[src/rtl/period_meter_pkg.sv]
// Shared definitions for the period meter: FSM encoding and the nominal
// 1 kHz tick period that the clock divider is built around.
package period_meter_pkg;

    typedef enum logic [1:0] {
        ST_IDLE    = 2'd0,
        ST_ARM     = 2'd1,
        ST_MEASURE = 2'd2
    } state_e;

    // The divider toggles every DIV_HALF_TERM+1 cycles, giving this full period.
    localparam int NOMINAL_KHZ_PERIOD = 100000;
    localparam int DIV_HALF_TERM      = NOMINAL_KHZ_PERIOD / 2 - 1;

endpackage

[src/rtl/period_meter_sync_edge_detect.sv]
// Two-flop synchronizer plus one edge flop for an asynchronous input.
// Reusable for buttons and other slow async lines.
module sync_edge_detect (
    input  logic clk_i,
    input  logic resetn,
    input  logic async_i,
    output logic level_o,
    output logic rise_o,
    output logic fall_o
);

    logic s1_q;
    logic s2_q;
    logic s3_q;

    always_ff @(posedge clk_i or negedge resetn) begin
        if (!resetn) begin
            s1_q <= 1'b0;
            s2_q <= 1'b0;
            s3_q <= 1'b0;
        end else begin
            s1_q <= async_i;
            s2_q <= s1_q;
            s3_q <= s2_q;
        end
    end

    assign level_o = s2_q;
    assign rise_o  = s2_q & ~s3_q;
    assign fall_o  = ~s2_q & s3_q;

endmodule

[src/rtl/period_meter.sv]
// Measures period and high time of a slow signal in clk_i cycles, with
// timeout detection when rising edges stop arriving.
module period_meter
    import period_meter_pkg::*;
#(
    parameter int CNT_W       = 32,
    parameter int TIMEOUT_CYC = 200000
) (
    input  logic             clk_i,
    input  logic             resetn,
    input  logic             en_i,
    input  logic             sig_i,
    output logic [CNT_W-1:0] period_o,
    output logic [CNT_W-1:0] high_o,
    output logic             valid_o,
    output logic             timeout_o,
    output logic             busy_o
);

    localparam logic [CNT_W-1:0] CNT_MAX     = '1;
    localparam logic [CNT_W-1:0] CNT_ONE     = CNT_W'(1);
    localparam logic [CNT_W-1:0] TIMEOUT_VAL = CNT_W'(TIMEOUT_CYC);

    logic             level;
    logic             rise;
    logic             fall;
    logic [CNT_W-1:0] cnt_p_q, cnt_p_d;
    logic [CNT_W-1:0] cnt_h_q, cnt_h_d;
    logic [CNT_W-1:0] hold_q;
    logic [CNT_W-1:0] period_q;
    logic [CNT_W-1:0] high_q;
    logic             fall_seen_q;
    logic             valid_q;
    logic             timeout_q;
    state_e           state_q, state_d;
    logic             take_meas;
    logic             take_timeout;
    logic             latch_fall;

    sync_edge_detect u_sync (
        .clk_i   (clk_i),
        .resetn  (resetn),
        .async_i (sig_i),
        .level_o (level),
        .rise_o  (rise),
        .fall_o  (fall)
    );

    // Counters free-run in every state; the rise that arms a measurement restarts them.
    always_comb begin
        cnt_p_d = cnt_p_q;
        cnt_h_d = cnt_h_q;
        if (rise) begin
            cnt_p_d = CNT_ONE;
            cnt_h_d = CNT_ONE;
        end else begin
            if (cnt_p_q != CNT_MAX) begin
                cnt_p_d = cnt_p_q + CNT_ONE;
            end
            if (level && (cnt_h_q != CNT_MAX)) begin
                cnt_h_d = cnt_h_q + CNT_ONE;
            end
        end
    end

    always_ff @(posedge clk_i or negedge resetn) begin
        if (!resetn) begin
            cnt_p_q <= '0;
            cnt_h_q <= '0;
        end else begin
            cnt_p_q <= cnt_p_d;
            cnt_h_q <= cnt_h_d;
        end
    end

    always_comb begin
        state_d      = state_q;
        take_meas    = 1'b0;
        take_timeout = 1'b0;
        latch_fall   = 1'b0;
        if (!en_i) begin
            state_d = ST_IDLE;
        end else begin
            case (state_q)
                ST_IDLE: state_d = ST_ARM;
                ST_ARM: begin
                    if (rise) begin
                        state_d = ST_MEASURE;
                    end
                end
                ST_MEASURE: begin
                    latch_fall = fall;
                    // A rise in the same cycle as the timeout threshold still counts.
                    if (rise) begin
                        take_meas = 1'b1;
                    end else if (cnt_p_q == TIMEOUT_VAL) begin
                        take_timeout = 1'b1;
                        state_d      = ST_ARM;
                    end
                end
                default: state_d = ST_IDLE;
            endcase
        end
    end

    always_ff @(posedge clk_i or negedge resetn) begin
        if (!resetn) begin
            state_q <= ST_IDLE;
        end else begin
            state_q <= state_d;
        end
    end

    // High time is staged at the fall and only published with its period, so
    // period_o/high_o always describe the same cycle of sig_i.
    always_ff @(posedge clk_i or negedge resetn) begin
        if (!resetn) begin
            hold_q      <= '0;
            fall_seen_q <= 1'b0;
            period_q    <= '0;
            high_q      <= '0;
            valid_q     <= 1'b0;
            timeout_q   <= 1'b0;
        end else begin
            valid_q <= take_meas;
            if (rise) begin
                fall_seen_q <= 1'b0;
            end else if (latch_fall) begin
                hold_q      <= cnt_h_q;
                fall_seen_q <= 1'b1;
            end
            if (take_meas) begin
                period_q  <= cnt_p_q;
                high_q    <= fall_seen_q ? hold_q : cnt_h_q;
                timeout_q <= 1'b0;
            end else if (take_timeout) begin
                timeout_q <= 1'b1;
            end
        end
    end

    assign period_o  = period_q;
    assign high_o    = high_q;
    assign valid_o   = valid_q;
    assign timeout_o = timeout_q;
    assign busy_o    = (state_q == ST_MEASURE);

endmodule

[config.mk]
export PLATFORM = sky130hd
export DESIGN_NAME = period_meter
export DESIGN_NICKNAME = d
export VERILOG_FILES = /design/src/rtl/period_meter_pkg.sv /design/src/rtl/period_meter_sync_edge_detect.sv /design/src/rtl/period_meter.sv
export SDC_FILE = /design/constraint.sdc
export NUM_CORES = 1
export LEC_CHECK = 0
export ABC_AREA = 1
export CAP_MARGIN = 20
export CORE_MARGIN = 3
export CORE_UTILIZATION = 25
export CTS_BUF_LIST = sky130_fd_sc_hd__clkbuf_2 sky130_fd_sc_hd__clkbuf_4 sky130_fd_sc_hd__clkbuf_8
export DETAILED_ROUTE_END_ITERATION = 6
export PLACE_DENSITY = 0.5
export RECOVER_POWER = 25
export SETUP_SLACK_MARGIN = 0.2
export SLEW_MARGIN = 20
export SYNTH_ARGS = -nofsm -noshare
export SYNTH_HDL_FRONTEND = slang
export SYNTH_SLANG_ARGS = --single-unit
[constraint.sdc]
create_clock -name clk_i -period 2.3 [get_ports clk_i]
set_input_delay 0.345 -clock clk_i [delete_from_list [all_inputs] [get_ports clk_i]]
set_output_delay 0.345 -clock clk_i [all_outputs]
set_load 0.02 [all_outputs]
### After elaboration in Yosys (flattened, before gate mapping)

Index checks and enable logic that the tools add are counted.

* register bits: 168
* input port bits: 4

* $add $sub $neg: 2
* equal/unequal tests: 8
* muxes and demuxes: 23
* bitwise logic cells: 5
* reductions and logical operators: 8

Operators by type and width (number)
* 32-bit 2-to-1 mux: 5
* 32-bit by 1-bit adder with 32-bit output, second input constant: 2
* 32-bit != test, second input constant: 2
* 32-bit by 18-bit equality test with 1-bit output, second input constant: 1
* 1-bit 2-to-1 mux: 13
* 2-bit 2-to-1 mux: 4
* 2-bit nonzero test: 4
* 3-bit != test, second input constant: 2
* 2-bit case mux with 3 select lines: 1
* 3-bit by 2-bit != test with 1-bit output, second input constant: 1
* 1-bit inverter: 3
* 3-bit AND reduction: 1
* 1-bit AND: 2
* 2-bit by 1-bit equality test with 1-bit output, second input constant: 1
* 2-bit equality test, second input constant: 1
* 2-bit logical NOT: 1
* 2-bit AND reduction: 1
* 1-bit logical AND: 1

### Longest topological paths before layout

Gate-level depths: netlist of run 1.

* depth in word-level cells: 7
* gate-level depth with buffers: 12
* gate-level depth less buffers: 11

### Hierarchy

A second synthesis of run 1 with hierarchy kept.

* cell total of the unflattened synthesis: 1098
* area, all modules: 8459.4 µm²

Modules (own cells, without submodules)
* period_meter: times used 1, cells each 1091, area each 8369.3 µm², sequential area each 4129.0 µm²
* sync_edge_detect: times used 1, cells each 7, area each 90.1 µm², sequential area each 75.1 µm²

### Least setup slack after synthesis of run 1

OpenSTA, ideal clock, no wires.

* path type: register to register
* start point: reg state_q[0]
* end point: reg hold_q[10]
* library setup time: 0.130 ns
* data arrival time: 1.610 ns
* required time: 2.170 ns
* setup slack: 0.560 ns
* cell stages (with the launch flop): 8
* buffers on the path: 1
* clock period less this slack: 1.740 ns
* cells stage by stage: dfrtp_1 nor2_1 nand2_1 inv_1 nand3_1 clkbuf_1 nand2_1 o21ai_0

* longest elaborated chain between the ends: 4

Ends and longest elaborated chain
* from (decl): line period_meter.sv:35 `state_e state_q, state_d;`
* from (signal assigned): line period_meter.sv:110 `state_q <= state_d;`
* 2-bit equality test
* named net busy_o: line period_meter.sv:17 `output logic busy_o`
* 1-bit 2-to-1 mux: line period_meter.sv:84 `case (state_q)`
* 1-bit 2-to-1 mux: line period_meter.sv:81 `if (!en_i) begin`
* 2-bit AND reduction (no source line)
* to (signal assigned): line period_meter.sv:129 `hold_q <= cnt_h_q;`
* to (decl): line period_meter.sv:29 `logic [CNT_W-1:0] hold_q;`

The timed path passes the listed nets, and every way through them passes these cells.
A chain may end at the register's enable or synchronous reset.

### Final worst setup path of run 1

* start point: reg cnt_p_q[0]
* end point: reg cnt_p_q[28]

* longest elaborated chain between the ends: 3
* elaborated cells between the ends (all ways): 5

Ends and longest elaborated chain
* from (decl): line period_meter.sv:27 `logic [CNT_W-1:0] cnt_p_q, cnt_p_d;`
* from (signal assigned): line period_meter.sv:71 `cnt_p_q <= cnt_p_d;`
* 32-bit by 1-bit adder with 32-bit output: line period_meter.sv:58 `cnt_p_d = cnt_p_q + CNT_ONE;`
* 32-bit 2-to-1 mux: line period_meter.sv:57 `if (cnt_p_q != CNT_MAX) begin`
* 32-bit 2-to-1 mux: line period_meter.sv:53 `if (rise) begin`

Several ways; a longest one is shown, not always the timed one. The select of a mux whose other input is x is not followed.

==> results of run 1 <==
power by group through the flow:
stage | clock network, mW | logic, mW | registers, mW
floorplan | 0 | 0.373 | 3.58
global placement | 0 | 1.16 | 3.41
detailed placement | 0 | 1.16 | 3.41
CTS | 2.32 | 1.16 | 3.36
global route | 2.45 | 1.24 | 3.39
finish | 2.26 | 1.13 | 3.35
sequential cells by signal (all words and copies together), names as in the netlist:
name            count
cnt_h_q            32
cnt_p_q            32
high_o             32
hold_q             32
period_o           32
state_q             2
fall_seen_q         1
timeout_o           1
u_sync.level_o      1
u_sync.s1_q         1
u_sync.s3_q         1
valid_o             1
layout make-up:
type | instances | share of cell area
inverter | 98 | 0.0373
clock buffer | 18 | 0.0248
sequential | 168 | 0.421
tap | 442 | 0.0553
timing repair buffer | 91 | 0.0876
multi-input combinational | 803 | 0.359
clock inverter | 14 | 0.0159
worst max path at each step:
| stage | endpoint | cells after the start | slack (ps) | start |
|---|---|---|---|---|
| 2_1_floorplan | hold_q[10] | 7 | 560 | state_q[0] |
| 3_3_place_gp | high_o[0] | 6 | 270 | en_i |
| 3_5_place_dp | period_o[11] | 5 | 230 | en_i |
| 4_1_cts | cnt_p_q[13] | 10 | 240 | cnt_p_q[0] |
| 5_1_grt | cnt_h_q[0] | 3 | 120 | resetn |
| 6_report | cnt_p_q[28] | 10 | 390 | cnt_p_q[0] |
worst max-delay path: cells and delay by family, from the launching register on:
kind	cells	cell delay, ps
adder cells (fa/ha/maj)	1	280
AND/OR/NAND/NOR	6	690
buffers and inverters	3	430
flip-flops	1	440
what timing repair did:
item / in CTS / in global routing
pin swaps: 0 / 0
buffers inserted: 0 / 0
resized for setup: 1 / 4
hold buffers: 1 / 0
hold endpoints to repair: 36 / 0
setup endpoints to repair: 1 / 47
per-stage QoR:
stage,cell area (sq um),hold WS [ps],utilization
global route,10000,362,0.306
detailed placement,9610,294,0.294
CTS,10000,277,0.306
global placement,9610,293,0.294
finish,10000,358,0.306
floorplan,8340,49.4,-
layout by cell type, fill, tap and decap left out, types with 5 or more instances in the layout:
master,count
a31oi_1,34
nor3_1,9
o31ai_1,5
dfrtp_1,167
inv_1,91
nor2_4,5
inv_2,6
o21ai_0,62
clkdlybuf4s50_1,67
o21ai_1,20
nor2_1,148
nand2_1,392
inv_6,6
nand3_1,72
xor2_1,6
clkbuf_8,18
buf_4,15
nand4_1,32
cell families after synthesis:
kind of cell    Yosys count  synth area share
mux                       1           0.00135
compound gates          123            0.0804
fa+ha+maj                 3           0.00450
flops                   168             0.504
xor+xnor                  6           0.00630
simple gates            670             0.335
buf+inv                 139            0.0682
per-layer routing:
layer	share of wire	track usage	vias up
li1	-	-	3696
met1	0.46	0.178	3432
met2	0.49	0.231	137
met3	0.036	0.0277	25
met4	0.016	0.0329	0
met5	0	0	-
==> flow_summary.json, run 1 <==
{
  "synthFlopType": "dfrtp_1",
  "dieWidth_microns": 189,
  "antenna_cells": 0,
  "cp_common_cell": "nand2_1",
  "drc": 0,
  "io_buffers": 70,
  "dieHeight_microns": 189,
  "clk_pin_slew_worst_paths_ps": 100,
  "status": "completed",
  "critPathMaxFanout": 12,
  "drv_cap": 0,
  "reg2reg_setup_slack_ps": 390,
  "combPwrFrac": 0.167,
  "hold_viol": 0,
  "cp_slowest_stage_delay_ps": 440,
  "power_per_cell_area_nw_per_um2": 674,
  "hp-class": "reg2reg",
  "placed_cells": 1601,
  "postSynthCellCount": 1110,
  "nFillCells": 3568,
  "gp_congestion": 0.872,
  "viasPerCell": 4.46,
  "yosys_warnings": 0,
  "fmax_mhz": 523,
  "min_period_ps": 1910,
  "seq_area_frac_synth": 0.504,
  "setup_slack_ps": 389,
  "synth-seq-cells": 168,
  "num_vias": 7290,
  "postSynthNetCount": 1117,
  "seq_area_sq_um": 4210,
  "ys_top_cells_by_area": "dfrtp_1 (50%), nand2_1 (18%), nor2_1 (6.7%), nand3_1 (4.4%), inv_1 (4.1%)",
  "routed_wl_microns": 23700,
  "pre_cts_slack_ps": 234,
  "finalSetupTns_ps": 0,
  "layout.nets": 1186,
  "crit_arrival_ps": 2330,
  "setup_violations": 0,
  "postSynthAreaPerCell_sq_um": 7.52,
  "cts_tree": "yes",
  "power_switching_mw": 2.07,
  "ff2ff_path_depth": 10,
  "grt.overflow.total": 0,
  "startpoint_type": "flip-flop",
  "cp.required_ps": 2720,
  "hp-start": "u_sync.s1_q",
  "layout.cells.non_filler": 1634,
  "p_leak_nw": 4.39,
  "synth_enable_flop_cells": 0,
  "wl_per_cell_microns": 14.5,
  "relSlewSlack": 0.303,
  "syn_to_final_growth_pct": 19.8,
  "grt_pass1_wl_microns": 38800,
  "htree_levels": 4,
  "postRouteAntennaNets": 0,
  "firstDrtPassIters": 5,
  "crit_chain": "ha_2 > nand2_1 > nor2_2 > nand2_1 > inv_2 > nand2_1 > inv_2 > nand3_2 > buf_4 > nand2_1",
  "antenna_found_initial": 0,
  "switching_share": 0.307,
  "hold_depth": 0,
  "rsz0062_at_grt": "false",
  "yosys.area.top_type": "dfrtp_1",
  "r2r-end": "cnt_p_q[28]",
  "grt_max_degree": 67,
  "io-pin-count": 71,
  "setup.worst_path.class": "reg2reg",
  "first_global_vias": 7090,
  "floorplan.initialDensity": 0.255,
  "crit_slowest_cell": "dfrtp_1",
  "synth_commonest_cells": "nand2_1 (392), dfrtp_1 (168), nor2_1 (148)",
  "cts_sinks": 168,
  "fin_skew_ps": 18.5,
  "multi_input_area_sq_um": 3580,
  "r2r_start": "cnt_p_q[0]",
  "grt_usage": 0.136,
  "final_max_slew_viol_count": 0,
  "synth_top_area_frac": 0.504,
  "insertion_delay_ps": 480,
  "numCtsBuffers": 17,
  "synth_most_common_cell": "nand2_1",
  "min_to": "u_sync.level_o",
  "synthArstFlopShare": 1.00,
  "intPower_mw": 4.67,
  "die-area_sq_um": 35600,
  "drive_gt1_frac": 0.0654,
  "dpl.hpwl_microns": 17200,
  "worstMarginPinSlew_ps": 1050,
  "clockBufferDepth": 2,
  "coreArea_sq_um": 32700,
  "synth_cell_types": 30,
  "finalPower_mw": 6.74,
  "netlist_area_sq_um": 8340,
  "vdd_drop_max_v": 0.000742,
  "row_count": 66,
  "first_iter_violations": 341,
  "root_buffer": "clkbuf_8",
  "period_share": 0.831,
  "crit_path_end_kind": "flip-flop",
  "clkPwrFrac": 0.336,
  "p_seq_frac": 0.497
}
(Power assumes the default switching activity.)
==> run 2: changes to the inputs <==
Settings changed: PLACE_DENSITY 0.5 to 0.51.
Clock period 2.3 ns to 1.7 ns, I/O delays scaled along.
==> run 2 against run 1 <==
  * The run now ends with negative setup slack left
  * Routed wire length rose by 23%
  * Core utilization rose by 7.3 points
  * Design area rose by 24%
  * Sequential share of layout area fell by 8.0 points
  * Die area did not move
  * Combinational power rose by 81%
  * Count of clock-buffer cells in the layout did not move
  * Sequential cell count did not move
  * Largest cell class is now multi-input combinational cells
  * Highest routed layer unchanged
==> flow_summary.json, run 2 (same netlist as run 1, synthesis figures left out) <==
{
  "grt_usage": 0.150,
  "htree_levels": 4,
  "fmax_mhz": 581,
  "relSlewSlack": 0.314,
  "numCtsBuffers": 17,
  "grt_pass1_wl_microns": 42800,
  "floorplan.initialDensity": 0.255,
  "cts_tree": "yes",
  "firstDrtPassIters": 7,
  "dieWidth_microns": 189,
  "hold_viol": 0,
  "crit_path_end_kind": "flip-flop",
  "clkPwrFrac": 0.315,
  "die-area_sq_um": 35600,
  "root_buffer": "clkbuf_8",
  "hold_ws_ps": 167,
  "setup_violations": 1,
  "p_seq_frac": 0.474,
  "routed_wl_microns": 29100,
  "syn_to_final_growth_pct": 48.3,
  "p_leak_nw": 5.68,
  "gp_congestion": 0.923,
  "crit_arrival_ps": 2150,
  "fin_skew_ps": 22.6,
  "cp.required_ps": 2130,
  "io_buffers": 70,
  "violations": "negative setup slack",
  "coreArea_sq_um": 32700,
  "intPower_mw": 6.47,
  "first_iter_violations": 489,
  "cp_slowest_stage_delay_ps": 430,
  "worstMarginPinSlew_ps": 1030,
  "viasPerCell": 4.60,
  "first_global_vias": 7928,
  "finalPower_mw": 9.70,
  "final_common_cell": "nand2_1",
  "wl_per_cell_microns": 16.4,
  "status": "complete, but fails checks",
  "dieHeight_microns": 189,
  "period_share": 1.01,
  "clockBufferDepth": 2,
  "crit_chain": "ha_4 > nand2_4 > nor2_8 > nand2_4 > nor2_4 > buf_6 > buf_6 > a21oi_4 > clkbuf_16 > nand4_1 > nand2_2",
  "min_period_ps": 1720,
  "crit_slowest_cell": "dfrtp_1",
  "grt_max_degree": 65,
  "insertion_delay_ps": 500,
  "antenna_found_initial": 0,
  "hp-class": "in2async",
  "critPathMaxFanout": 4,
  "drv_cap": 0,
  "startpoint_type": "flip-flop",
  "drc": 0,
  "power_per_cell_area_nw_per_um2": 784,
  "clk_pin_slew_worst_paths_ps": 100,
  "layout_common_cells": "nand2_1 (313), dfrtp_1 (163), buf_4 (102)",
  "layout.nets": 1329,
  "dpl.hpwl_microns": 18700,
  "setup.worst_path.class": "reg2reg",
  "num_vias": 8168,
  "power_switching_mw": 3.23,
  "combPwrFrac": 0.212,
  "switching_share": 0.333,
  "io-pin-count": 71,
  "grt.overflow.total": 0,
  "row_count": 66,
  "postRouteAntennaNets": 0,
  "antenna_cells": 0,
  "final_max_slew_viol_count": 0,
  "setup_slack_ps": -20.6,
  "rsz0062_at_grt": "true",
  "vdd_drop_max_v": 0.000559,
  "cts_sinks": 168,
  "drive_gt1_frac": 0.330
}
==> run 2: cell count changes in the layout (fill, tap and decap cells not counted), sizes merged, moves of 3 or more <==
cell,delta
buf,+132
clkbuf,+42
clkdlybuf4s15,+16
clkdlybuf4s50,-66
dlygate4sd2,+15
inv,+3
==> run 2: path summary, 6_finish.rpt <==
kind	from	end	slack (ps)	depth (start not counted)
setup / recovery	cnt_h_q[1]	cnt_h_q[23]	-20	11
hold / removal	resetn	period_o[8]	170	2
setup reg to reg	cnt_h_q[1]	cnt_h_q[23]	-20	11
hold reg to reg	u_sync.s1_q	u_sync.level_o	380	0
max in group asynchronous	resetn	cnt_p_q[26]	230	3
min in group clk_i	sig_i	u_sync.s1_q	320	1
==> run 2: area by class of cell <==
cell class                 instances  area [sq um]
timing repair inverter             3          48.8
clock inverter                    14           155
sequential                       168          4210
inverter                          98           400
tap                              442           553
multi-input combinational        804          4530
fill                            3420         20300
timing repair buffer             230          2220
clock buffer                      18           248
==> run 2: power by group through the flow <==
| stage | clock, mW | combinational (mW) | sequential [mW] |
|---|---|---|---|
| floorplan | 0 | 0.529 | 4.87 |
| global placement | 0 | 1.80 | 4.57 |
| detailed placement | 0 | 1.81 | 4.58 |
| CTS | 3.12 | 1.88 | 4.49 |
| global route | 3.31 | 2.22 | 4.64 |
| finish | 3.05 | 2.05 | 4.60 |
==> run 2: critical path: cells and delay by family, from the launching register on <==
kind | cells | cell delay, ps
buf+inv | 3 | 420
simple gates | 6 | 420
flops | 1 | 430
compound gates | 1 | 210
fa+ha+maj | 1 | 190
==> run 2: timing repair <==
item / 4_1_cts / 5_1_grt
hold buffers: 1 / 0
buffers inserted: 21 / 14
pin swaps: 34 / 55
endpoints found under the setup margin: 167 / 198
gates resized for setup: 182 / 301
cloned: 6 / 15
hold endpoints to repair: 168 / 0
==> run 2: metal layers <==
| layer | routed length, microns | GRT usage |
|---|---|---|
| met1 | 12500 | 0.190 |
| met5 | 0 | 0 |
| met3 | 1130 | 0.0249 |
| met4 | 555 | 0.0421 |
| met2 | 14900 | 0.266 |
==> run 2: through the flow <==
| stage | setup TNS, ps | instances | util | setup slack [ps] | cell area, sq um |
|---|---|---|---|---|---|
| after floorplan | 0 | 1110 | - | 130 | 8420 |
| after global placement | -6780 | 1688 | 0.317 | -309 | 10400 |
| after detailed placement | -7930 | 1688 | 0.317 | -367 | 10400 |
| after CTS | 0 | 1748 | 0.346 | 11.5 | 11300 |
| after global routing | -1670 | 1777 | 0.378 | -74.8 | 12400 |
| final | -20.6 | 1777 | 0.378 | -20.6 | 12400 |
==> run 3: changes to the inputs <==
Settings changed: SKIP_LAST_GASP set to 1.
==> run 3 against run 2 <==
  * The flow still finishes with violations (negative setup slack)
  * Clock power hardly changed
  * Combinational power hardly changed
  * Largest power group unchanged
  * Highest routed layer unchanged
  * Sequential share of layout area is 0.23 points higher
  * Design area is 0.67% lower
  * Routed wire length is 0.53% higher
==> flow_summary.json, run 3 (same netlist as run 1, synthesis figures left out) <==
{
  "power_per_cell_area_nw_per_um2": 786,
  "crit_path_end_kind": "flip-flop",
  "final_max_slew_viol_count": 0,
  "finalSetupTns_ps": -112,
  "gp_congestion": 0.923,
  "insertion_delay_ps": 490,
  "violations": "negative setup slack",
  "dpl_cell_area_sq_um": 10400,
  "period_share": 1.03,
  "crit_arrival_ps": 2170,
  "num_vias": 8226,
  "die-area_sq_um": 35600,
  "dieHeight_microns": 189,
  "design_area_sq_um": 12300,
  "setup_violations": 12,
  "dpl.hpwl_microns": 18700,
  "worstMarginPinSlew_ps": 1010,
  "numCtsBuffers": 17,
  "finalPower_mw": 9.66,
  "setup.worst_path.class": "reg2reg",
  "htree_levels": 4,
  "hold_ws_ps": 175,
  "clockBufferDepth": 2,
  "setup_slack_ps": -44.1,
  "hp-class": "in2async",
  "cp_slowest_stage_delay_ps": 430,
  "firstDrtPassIters": 5,
  "cp-startpoint": "cnt_h_q[1]",
  "routed_wl_microns": 29300,
  "layout.nets": 1334,
  "clk_pin_slew_worst_paths_ps": 100,
  "layout_common_cells": "nand2_1 (318), dfrtp_1 (163), nor2_1 (110), buf_4 (110), inv_1 (84)",
  "relSlewSlack": 0.324,
  "dieWidth_microns": 189,
  "startpoint_type": "flip-flop",
  "critPathMaxFanout": 4,
  "cts_tree": "yes",
  "nFillCells": 3423,
  "drc": 0,
  "fin_skew_ps": 21.1,
  "antenna_found_initial": 0,
  "io-pin-count": 71,
  "first_iter_violations": 430,
  "status": "complete, but fails checks",
  "viasPerCell": 4.62,
  "min_period_ps": 1740,
  "row_count": 66,
  "antenna_cells": 0,
  "postRouteAntennaNets": 0,
  "ff2ff_path_depth": 11,
  "fmax_mhz": 573,
  "grt_usage": 0.150,
  "r2r_start": "cnt_h_q[1]",
  "root_buffer": "clkbuf_8",
  "cts_sinks": 168,
  "drive_gt1_frac": 0.306,
  "syn_to_final_growth_pct": 47.3,
  "crit_slowest_cell": "dfrtp_1",
  "io_buffers": 70,
  "cp.required_ps": 2130,
  "crit_chain": "ha_4 > nand2_4 > nor2_8 > nand2_4 > nor2_4 > buf_6 > buf_6 > a21oi_4 > bufbuf_16 > nand4_1 > nand2_2",
  "grt_pass1_wl_microns": 42800,
  "wl_per_cell_microns": 16.4,
  "coreArea_sq_um": 32700,
  "first_global_vias": 7902,
  "final_common_cell": "nand2_1",
  "rsz0062_at_grt": "true",
  "vdd_drop_max_v": 0.000550,
  "reg2reg_setup_slack_ps": -40,
  "r2r-end": "cnt_h_q[23]",
  "grt.overflow.total": 0,
  "drv_cap": 0,
  "hold_viol": 0,
  "floorplan.initialDensity": 0.255,
  "p_leak_nw": 5.65,
  "grt_max_degree": 65
}
-- run 3: stage by stage --
step / util / std cells / worst slack (ps)
6_report: 0.376 / 1782 / -44.1
5_1_grt: 0.376 / 1782 / -99.5
4_1_cts: 0.344 / 1748 / -22.0
3_5_place_dp: 0.317 / 1688 / -367
3_3_place_gp: 0.317 / 1688 / -309
2_1_floorplan: - / 1110 / 130
-- run 3: report_power, final --
part	internal [mW]	switching, mW
Combinational	0.887	1.18
Clock	1.27	1.77
Sequential	4.30	0.245
-- run 3: cell type report --
| type | instances | area, sq um | share of cell area |
|---|---|---|---|
| Clock buffer | 18 | 248 | 0.0202 |
| Clock inverter | 14 | 155 | 0.0126 |
| Inverter | 98 | 395 | 0.0322 |
| Multi-Input combinational cell | 804 | 4370 | 0.355 |
| Sequential cell | 168 | 4210 | 0.343 |
| Tap cell | 442 | 553 | 0.0450 |
| Timing Repair Buffer | 235 | 2310 | 0.188 |
| Timing Repair inverter | 3 | 48.8 | 0.00397 |
-- run 3: what timing repair did --
action	4_1_cts	5_1_grt
gates cloned	6	16
setup endpoints to repair	167	196
buffers inserted	21	18
hold buffers	1	0
hold endpoints to repair	168	0
gates resized for setup	154	257
pin swaps	26	39
-- run 3: worst max path at each step --
stage,end,slack (ps),cells past startpoint
3_3_place_gp,cnt_h_q[23],-310,8
4_1_cts,cnt_h_q[12],-20,11
6_report,cnt_h_q[23],-40,11
3_5_place_dp,cnt_h_q[6],-370,8
5_1_grt,cnt_h_q[9],-100,11
2_1_floorplan,cnt_h_q[28],130,12
-- run 3: worst max-delay path: cells and delay by family, from the launching register on --
family	cells	cell delay, ps
buffers and inverters	3	500
flip-flops	1	430
AND/OR/NAND/NOR	6	420
adder cells (fa/ha/maj)	1	190
AO/OA/AOI/OAI	1	160
-- run 3: per-layer routing --
metal | part of all wire | global-route usage | wire (microns)
met4 | 0.016 | 0.0347 | 469
met5 | 0 | 0 | 0
met1 | 0.43 | 0.190 | 12500
met3 | 0.044 | 0.0240 | 1270
met2 | 0.51 | 0.267 | 15000
